==> src/rtl/drink_pkg.sv <==
// drink_pkg
//   Definitions shared by the coin accumulator and the vending stage:
//   FSM state encoding, coin values in 10-cent units, the default price
//   and the coin-count saturation limit.
package drink_pkg;

  typedef enum logic [1:0] {
    ST_IDLE   = 2'b00,
    ST_ACCUM  = 2'b01,
    ST_OFFER  = 2'b10,
    ST_REFUND = 2'b11
  } state_t;

  localparam logic [7:0] HALF_VAL      = 8'd5;
  localparam logic [7:0] ONE_VAL       = 8'd10;
  localparam logic [7:0] DEFAULT_PRICE = 8'd25;
  localparam logic [1:0] COUNT_MAX     = 2'd3;

endpackage

==> src/rtl/coin_counter.sv <==
// coin_counter
//   2-bit saturating coin counter, one instance per coin type.
// Ports:
//   clk, reset  : rising-edge clock, synchronous active-high reset
//   inc         : a coin of this type is offered this cycle
//   clear       : drop the held count to zero
//   hold        : freeze the count (wins over clear and inc)
//   count       : held count, 0..3
//   sat_reject  : combinational; an offered coin cannot be taken (count is 3)
module coin_counter
  import drink_pkg::*;
(
  input  logic       clk,
  input  logic       reset,
  input  logic       inc,
  input  logic       clear,
  input  logic       hold,
  output logic [1:0] count,
  output logic       sat_reject
);

  logic [1:0] r_count;

  always_ff @(posedge clk) begin
    if (reset) begin
      r_count <= 2'd0;
    end else if (hold) begin
      r_count <= r_count;
    end else if (clear) begin
      r_count <= 2'd0;
    end else if (inc && (r_count != COUNT_MAX)) begin
      r_count <= r_count + 2'd1;
    end
  end

  assign sat_reject = inc && !hold && (r_count == COUNT_MAX);
  assign count      = r_count;

endmodule

==> src/rtl/coin_accumulator.sv <==
// coin_accumulator
//   Front end of the drink vending stage. Counts half-dollar and one-dollar
//   coin pulses (saturating at 3 each), offers the held counts once the
//   credit reaches PRICE, and refunds on cancel or on a coin-free timeout.
// Ports:
//   clk, reset            : rising-edge clock, synchronous active-high reset
//   ena                   : clock enable; state holds while low
//   coin_half, coin_one   : single-cycle coin pulses from the acceptor
//   cancel                : customer cancel request (level)
//   collect               : acknowledge from the vending stage
//   half_dollar, one_dollar : held coin counts
//   credit                : combinational value of the held counts
//   valid                 : counts offered (state OFFER)
//   refund                : one-cycle pulse, return held coins
//   reject_coin           : one-cycle pulse, return the offending coin
//   state                 : current FSM state
//
// state  | meaning
// IDLE   | no credit held, waiting for the first coin
// ACCUM  | collecting coins, timeout counter running
// OFFER  | price reached, counts offered and frozen until collect/cancel
// REFUND | one-cycle refund pulse, counts still visible to the dispenser
module coin_accumulator
  import drink_pkg::*;
#(
  parameter logic [7:0] PRICE   = DEFAULT_PRICE,
  parameter logic [7:0] TIMEOUT = 8'd200
) (
  input  logic       clk,
  input  logic       reset,
  input  logic       ena,
  input  logic       coin_half,
  input  logic       coin_one,
  input  logic       cancel,
  input  logic       collect,
  output logic [1:0] half_dollar,
  output logic [1:0] one_dollar,
  output logic [7:0] credit,
  output logic       valid,
  output logic       refund,
  output logic       reject_coin,
  output logic [1:0] state
);

  state_t     r_state;
  logic       r_valid;
  logic       r_refund;
  logic       r_reject;
  logic [7:0] r_timer;

  logic       w_taking;
  logic       w_inc_half;
  logic       w_inc_one;
  logic       w_clear;
  logic       w_sat_half;
  logic       w_sat_one;
  logic       w_add_half;
  logic       w_add_one;
  logic       w_any_add;
  logic       w_reject;
  logic [1:0] w_half;
  logic [1:0] w_one;
  logic [7:0] w_credit;
  logic [7:0] w_credit_nxt;

  // Coins are only offered to the counters while the FSM is collecting.
  assign w_taking   = (r_state == ST_IDLE) || (r_state == ST_ACCUM);
  assign w_inc_half = ena && w_taking && coin_half;
  assign w_inc_one  = ena && w_taking && coin_one;
  assign w_clear    = ena && (((r_state == ST_OFFER) && collect) || (r_state == ST_REFUND));

  coin_counter u_half_cnt (
    .clk        (clk),
    .reset      (reset),
    .inc        (w_inc_half),
    .clear      (w_clear),
    .hold       (!ena),
    .count      (w_half),
    .sat_reject (w_sat_half)
  );

  coin_counter u_one_cnt (
    .clk        (clk),
    .reset      (reset),
    .inc        (w_inc_one),
    .clear      (w_clear),
    .hold       (!ena),
    .count      (w_one),
    .sat_reject (w_sat_one)
  );

  assign w_add_half = w_inc_half && !w_sat_half;
  assign w_add_one  = w_inc_one && !w_sat_one;
  assign w_any_add  = w_add_half || w_add_one;

  assign w_credit     = (HALF_VAL * {6'd0, w_half}) + (ONE_VAL * {6'd0, w_one});
  // Credit as it will be after this edge, so OFFER is reached with no extra cycle.
  assign w_credit_nxt = w_credit + (w_add_half ? HALF_VAL : 8'd0)
                                 + (w_add_one  ? ONE_VAL  : 8'd0);

  assign w_reject = w_taking ? (w_sat_half || w_sat_one) : (coin_half || coin_one);

  always_ff @(posedge clk) begin
    if (reset) begin
      r_state  <= ST_IDLE;
      r_valid  <= 1'b0;
      r_refund <= 1'b0;
      r_reject <= 1'b0;
      r_timer  <= 8'd0;
    end else if (!ena) begin
      r_refund <= 1'b0;
      r_reject <= coin_half || coin_one;
    end else begin
      r_refund <= 1'b0;
      r_reject <= w_reject;
      case (r_state)
        ST_IDLE: begin
          r_timer <= 8'd0;
          if (w_any_add) begin
            if (w_credit_nxt >= PRICE) begin
              r_state <= ST_OFFER;
              r_valid <= 1'b1;
            end else begin
              r_state <= ST_ACCUM;
            end
          end
        end
        ST_ACCUM: begin
          if (w_credit_nxt >= PRICE) begin
            r_state <= ST_OFFER;
            r_valid <= 1'b1;
            r_timer <= 8'd0;
          end else if (cancel) begin
            r_state  <= ST_REFUND;
            r_refund <= 1'b1;
            r_timer  <= 8'd0;
          end else if (w_any_add) begin
            r_timer <= 8'd0;
          end else if (r_timer == TIMEOUT) begin
            r_state  <= ST_REFUND;
            r_refund <= 1'b1;
            r_timer  <= 8'd0;
          end else begin
            r_timer <= r_timer + 8'd1;
          end
        end
        ST_OFFER: begin
          if (collect) begin
            r_state <= ST_IDLE;
            r_valid <= 1'b0;
          end else if (cancel) begin
            r_state  <= ST_REFUND;
            r_valid  <= 1'b0;
            r_refund <= 1'b1;
          end
        end
        ST_REFUND: begin
          r_state <= ST_IDLE;
        end
        default: begin
          r_state <= ST_IDLE;
          r_valid <= 1'b0;
        end
      endcase
    end
  end

  assign half_dollar = w_half;
  assign one_dollar  = w_one;
  assign credit      = w_credit;
  assign valid       = r_valid;
  assign refund      = r_refund;
  assign reject_coin = r_reject;
  assign state       = r_state;

endmodule

==> config.mk <==
export PLATFORM = sky130hd
export DESIGN_NAME = coin_accumulator
export DESIGN_NICKNAME = d
export VERILOG_FILES = /design/src/rtl/drink_pkg.sv /design/src/rtl/coin_counter.sv /design/src/rtl/coin_accumulator.sv
export SDC_FILE = /design/constraint.sdc
export NUM_CORES = 1
export LEC_CHECK = 0
export BUFFER_PORTS_ARGS = -buffer_cell sky130_fd_sc_hd__buf_2
export CORE_UTILIZATION = 57
export DETAILED_ROUTE_END_ITERATION = 10
export PLACE_DENSITY = 0.78
export SYNTH_ARGS = -nofsm -noshare
export SYNTH_HDL_FRONTEND = slang
export SYNTH_SLANG_ARGS = --single-unit
==> constraint.sdc <==
create_clock -name clk -period 3.85 [get_ports clk]
set_input_delay 0.1925 -clock clk [delete_from_list [all_inputs] [get_ports clk]]
set_output_delay 0.1925 -clock clk [all_outputs]
set_load 0.03 [all_outputs]
* After elaboration in Yosys (flattened, before gate mapping)
Index checks and enable logic that the tools add are counted.
** Word-level totals
- Register bits after elaboration :: 17
- Output and inout bits :: 17
** Operators by class
- Bitwise operators :: 1
- Order comparisons :: 1
- Equal/unequal tests :: 12
- $mul :: 2
- Mux-type cells :: 34
- Add/subtract/negate cells :: 6
- Reduce and logical (&&, ||, !) cells :: 31
** Operators with widths (count)
- $mux 8 :: 4
- $mux 2 :: 12
- $pmux 8 s2 :: 1
- $logic_and 1x1->1 :: 13
- $mux 1 :: 12
- $mul 3x2->5 const A :: 2
- $add 7x3->8 :: 1
- $add 8x1->8 const B :: 1
- $add 8x4->8 :: 1
- $eq 2x2->1 const B :: 4
- $eq 8x8->1 const B :: 1
- $ge 8x5->1 const B :: 1
- $pmux 2 s4 :: 1
- $add 5x6->7 :: 1
- $ne 2x2->1 const B :: 3
- $reduce_and 2->1 :: 3
- $reduce_bool 2->1 :: 3
- $logic_or 1x1->1 :: 5
- $reduce_and 5->1 :: 1
- $add 2x1->2 const B :: 2
- $mux 4 :: 1
- $ne 4x2->1 const B :: 1
- $ne 4x3->1 const B :: 1
- $reduce_and 4->1 :: 1
- other kinds (10) :: 11

* Longest topological paths before layout
- Depth after elaboration :: 15
- Mapped depth :: 13
- Depth with buffers taken out :: 13

* By module
From an unflattened synthesis, not the netlist that was laid out.
** Second synthesis, totals
- Cells, all modules :: 183
- Area, all modules :: 1511.4 µm²
** Modules (own cells, without submodules)
- coin_accumulator :: seq. area each 260.2 µm², times used 1, cells each 155, area each 1258.7 µm²
- coin_counter :: seq. area each 40.0 µm², times used 2, cells each 14, area each 126.4 µm²

* Worst setup path before layout
OpenSTA, ideal clock, no wires.
- Path type :: reg-to-reg
- From :: register u_one_cnt.r_count[0], in the netlist u_one_cnt.count[0]
- To :: register r_timer[3]
- Arrival :: 3.690 ns
- Required time :: 3.790 ns
- Stages on the path, launching flop included :: 13
- Path buffers :: 1
- Clock period less this slack :: 3.751 ns
- Slack :: 0.099 ns
- Setup time :: 0.060 ns
- Path through :: dfxtp_1 > ha_1 > inv_1 > fa_1 > buf_2 > inv_1 > o22ai_1 > o22ai_4 > a211oi_1 > a31oi_4 > a2111oi_4 > a21o_1 > a32o_2
** On the way
- Elaborated cells between the ends (all ways) :: 15
- Those cells by class :: add/sub: 3; mul: 1; order compare: 1; eq/ne: 1; mux: 5; reduce/logical: 4
** RTL lines
- start: declaration :: line coin_counter.sv:22 : logic [1:0] r_count;
- start signal: assignment :: line coin_counter.sv:28 : r_count <= r_count;
- start signal: assignment :: line coin_counter.sv:32 : r_count <= r_count + 2'd1;
- $mul 3x2->5 :: line coin_accumulator.sv:96 : assign w_credit = (HALF_VAL * {6'd0, w_half}) + (ONE_VAL * {6'd0, w_one});
- $add 5x6->7 :: line coin_accumulator.sv:96
- named net credit[1] :: line coin_accumulator.sv:38 : output logic [7:0] credit,
- $add 7x3->8 :: line coin_accumulator.sv:98 : assign w_credit_nxt = w_credit + (w_add_half ? HALF_VAL : 8'd0)
- $add 8x4->8 :: line coin_accumulator.sv:99 : + (w_add_one ? ONE_VAL : 8'd0);
- $ge 8x5->1 :: line coin_accumulator.sv:129 : if (w_credit_nxt >= PRICE) begin
- $mux 8 :: line coin_accumulator.sv:129
- $pmux 8 s2 :: line coin_accumulator.sv:116 : case (r_state)
- end signal: assignment :: line coin_accumulator.sv:144 : r_timer <= r_timer + 8'd1;
- end: declaration :: line coin_accumulator.sv:49 : logic [7:0] r_timer;
The timed path passes the listed nets, and every way through them passes these cells.
A chain may end at the register's enable or synchronous reset.

* Worst setup path after layout
- From :: register r_state[0], in the netlist state[0]
- To :: register r_timer[5]
** On the way
- Cells in the longest elaborated chain, start to end :: 14
- Elaborated cells between the ends (all ways) :: 26
- Those cells by class :: add/sub: 2; order compare: 1; eq/ne: 1; mux: 6; reduce/logical: 16
** RTL lines
- start: declaration :: line coin_accumulator.sv:45 : state_t r_state;
- start signal: assignment :: line coin_accumulator.sv:105 : r_state <= ST_IDLE;
- start signal: assignment :: line coin_accumulator.sv:121 : r_state <= ST_OFFER;
- start signal: assignment :: line coin_accumulator.sv:124 : r_state <= ST_ACCUM;
- $eq 2x1->1 / $logic_not 2->1 (equally long branches) :: line coin_accumulator.sv:67, coin_accumulator.sv:116
- $logic_or 1x1->1 :: line coin_accumulator.sv:67 : assign w_taking = (r_state == ST_IDLE) || (r_state == ST_ACCUM);
- $logic_and 1x1->1 :: line coin_accumulator.sv:68, coin_accumulator.sv:69
- $logic_and 1x1->1 :: line coin_accumulator.sv:68 : assign w_inc_half = ena && w_taking && coin_half;
- $logic_and 1x1->1 (2 in a row) :: line coin_counter.sv:36 : assign sat_reject = inc && !hold && (r_count == COUNT_MAX);
- $logic_not 1->1 :: line coin_accumulator.sv:92 : assign w_add_half = w_inc_half && !w_sat_half;
- $logic_and 1x1->1 :: line coin_accumulator.sv:92
- $mux 3 :: line coin_accumulator.sv:98
- $add 7x3->8 :: line coin_accumulator.sv:98
- $add 8x4->8 :: line coin_accumulator.sv:99
- $ge 8x5->1 :: line coin_accumulator.sv:129
- $mux 8 :: line coin_accumulator.sv:129
- $pmux 8 s2 :: line coin_accumulator.sv:116
Parallel ways exist; a longest one is shown, timed or not.

==> flow_metrics.py <==
metrics = {
    "worst_setup_path": {
        "critPathArrivalTime_ps": 3740,
        "worst_path_most_repeated_cell": "ha_1",
        "cpMaxStageDelayCell": "a221oi_2",
        "r2r_start": "state[0]",
        "critPathKind": "reg2reg",
        "end_kind": "register",
        "crit_chain": "inv_1 -> ha_1 -> o21ai_2 -> nor2_2 -> ha_1 -> ha_1 -> a22oi_4 -> o22ai_4 -> o211ai_1 -> a221oi_2 -> a2111oi_4 -> buf_4 -> a21o_1 -> a32o_2",
        "startpoint_type": "register",
        "critPathMaxFanout": 10,
        "crit_required_ps": 4040,
        "slowest_delay_ps": 440,
        "critPathBufInv": 2,
        "crit_path_start": "state[0]",
        "critical-path-top-delay-family": "compound AO/OA/AOI/OAI gates",
    },
    "hold_path": {
        "holdCritPathClass": "in2reg",
        "worstHoldStart": "coin_one",
    },
    "synth": {
        "synthAdderAreaFrac_pct": 14.0,
        "synth_edf_count": 0,
        "synth.area.mux_share_pct": 0.638,
        "synth_top_area_share_pct": 21.7,
        "synth_area_leaders": "dfxtp_1 (22%), ha_1 (13%), a21oi_1 (5.1%)",
        "synthArstFlopShare_pct": 0,
        "yosys_warnings": 0,
        "synth-simple-area-share_pct": 20.0,
        "syn_area_per_cell_um2": 8.17,
        "yosysUniqueCellTypes": 54,
        "synth_top_family_by_area": "compound AO/OA/AOI/OAI gates",
        "synth_compound_area_share_pct": 33.4,
        "ys.flop_type": "dfxtp_1",
        "ys_seq_elements": 17,
        "synth-xor-area-share_pct": 2.79,
        "synth_largest_area_cell": "dfxtp_1",
        "syn-cell-area_mm2": 0.00157,
        "syn_inst": 192,
        "ys_seq_area_share_pct": 21.7,
    },
    "sta": {
        "min_period_over_period_pct": 92.2,
        "rsz0062_at_grt": "no",
        "relSlewSlack_pct": 53.0,
        "fin_tns_setup_ps": 0,
        "fin_crit_ps": 3550,
        "max_freq_ghz": 0.282,
        "worst_slew_pin_slew_ps": 704,
        "slew_viol_final": 0,
        "timing_hold_violations_final": 0,
        "setup_viol": 0,
        "fin_worst_skew_ps": 4.47,
    },
    "detailed_routing": {
        "drtAntennaViolNets": 0,
        "drc": 0,
        "drt_wl_total_mm": 3.44,
        "drt_pass1_iterations": 4,
        "vias": 1450,
        "vias_per_cell": 5.99,
        "wl_per_cell_um": 14.2,
        "drtIter0Drc": 37,
    },
    "die": {
        "dieArea_mm2": 0.00297,
        "pin_count": 24,
        "start_util_pct": 61.7,
        "die_w_um": 54.5,
        "core_area_mm2": 0.00254,
        "die_h_um": 54.5,
        "rows": 18,
    },
    "cts": {
        "h-tree-depth": 1,
        "ctsHoldBuffers": 0,
        "clockBufferDepth": 2,
        "cts-root-buf": "clkbuf_4",
        "cts_tree": "built",
        "path_clk_slew_ps": 110,
        "clk_latency_ps": 290,
        "cts.sinks": 17,
        "cts_made_buffers": 3,
    },
    "final_layout": {
        "drive_gt1_share_pct": 21.7,
        "num-nets-final": 237,
        "antennaDiodeCount": 0,
        "syn_to_final_growth_pct": 8.85,
        "fin_util_pct": 67.1,
        "instances_no_fill": 242,
        "fillers": 224,
        "multiInputGateArea_mm2": 0.00112,
        "regArea_um2": 340,
    },
    "power": {
        "swShare_pct": 41.5,
        "power_density_mw_per_mm2": 304,
        "p_total_uw": 518,
        "p_int_uw": 303,
        "p_leak_nw": 0.806,
        "p_seq_share_pct": 37.1,
        "ir_worst_vdd_v": 0.000227,
        "power_switching_uw": 215,
        "p_comb_share_pct": 44.2,
        "power_frac_clock_pct": 18.7,
    },
    "run": {
        "max-cap-violations": 0,
    },
    "outcome": {
        "status": "complete, no violations",
    },
    "grt": {
        "grt_pass1_wl_mm": 5.62,
        "grt_use_total_pct": 25.9,
        "grt_max_degree": 16,
        "grt_antenna_before_repair": 0,
        "overflow": 0,
        "grt_pass1_vias": 1275,
    },
    "place": {
        "portBuffers": 21,
        "dp_hpwl_mm": 2.70,
        "gp_congestion": 0.864,
        "dp_cells": 237,
    },
}
state kept, by name, indices dropped and copies added (netlist names):
name              cells
valid                 1
r_timer               8
u_half_cnt.count      2
reject_coin           1
u_one_cnt.count       2
refund                1
state                 2
metrics by stage:
stage | cell area, um^2 | setup WS, ps | hold slack [ps]
floorplan | 1570 | 99.1 | 350
global placement | 1670 | 325 | 479
detailed placement | 1670 | 192 | 480
CTS | 1700 | 163 | 176
global route | 1710 | 68.3 | 197
finish | 1710 | 302 | 179
worst register-to-register path: stages (launching register included):
cell and delay, ps:
dfxtp_1 360, inv_1 130, ha_1 280, o21ai_2 120, nor2_2 320, ha_1 330, ha_1 290, a22oi_4 120
o22ai_4 220, o211ai_1 140, a221oi_2 440, a2111oi_4 130, buf_4 190, a21o_1 160, a32o_2 210
worst paths after layout:
kind / depth (start not counted) / endpoint / slack [ps]
hold reg to reg: 2 / r_timer[0] / 500
setup reg to reg: 14 / r_timer[5] / 300
setup / recovery: 14 / r_timer[5] / 300
hold / removal: 3 / reject_coin / 180
power groups by stage:
stage / clock [mW] / sequential (mW) / combinational [mW]
5_1_grt: 0.106 / 0.194 / 0.250
3_3_place_gp: 0 / 0.196 / 0.220
2_1_floorplan: 0 / 0.210 / 0.168
4_1_cts: 0.0992 / 0.193 / 0.226
6_report: 0.0967 / 0.193 / 0.229
3_5_place_dp: 0 / 0.197 / 0.224
cell families after synthesis:
kind of cell    count (synthesis)
compound gates                 65
xor+xnor                        5
fa+ha+maj                      17
buf+inv                        23
flops                          17
mux                             1
other cells                     1
simple gates                   63
routing by layer:
metal	share of wire (%)	track usage, %	vias up	routed length [um]
li1	-	-	733	-
met1	49	34.2	682	1690
met2	47	43.3	31	1630
met3	3.1	4.17	4	107
met4	0.52	6.41	0	18
met5	0	0	-	0
synthesized netlist by cell type, types with 3 or more instances:
cell type   n
inv_1      14
or2_2       3
nand2_1    13
o21ai_0     7
buf_4       4
a21oi_1    16
nor2b_1     5
xnor2_1     5
nor2_1     20
a32o_2      4
ha_1       16
nand3_1     4
nor3_1      4
dfxtp_1    17
o211ai_1    3
nand2b_1    4
a31oi_1     3
buf_2       3
o22ai_1     4
a211oi_1    3
a21o_1      6
area by class of cell:
class,count,area share [%]
Clock buffer,3,1.32
Clock inverter,1,0.293
Inverter,14,3.08
Multi-Input combinational cell,153,65.7
Sequential cell,17,19.9
Tap cell,30,2.20
Timing Repair Buffer,24,7.47
layout by cell type, fill, tap and decap left out, types with 2 or more instances in the layout:
cell type / instances
buf_2: 21
nor2_1: 20
dfxtp_1: 17
a21oi_1: 16
ha_1: 16
inv_1: 14
nand2_1: 13
o21ai_0: 7
a21o_1: 6
xnor2_1: 5
nor2b_1: 5
nand2b_1: 4
o22ai_1: 4
nor3_1: 4
nand3_1: 4
a32o_2: 4
a31oi_1: 3
or2_2: 3
o211ai_1: 3
a211oi_1: 3
clkbuf_4: 3
buf_4: 3
nand4b_1: 2
conb_1: 2
timing repair:
item,in CTS,in global routing
gates resized for setup,0,1
setup endpoints to repair,0,6
buffers inserted,0,1
Power figures use the tool's default switching activity.
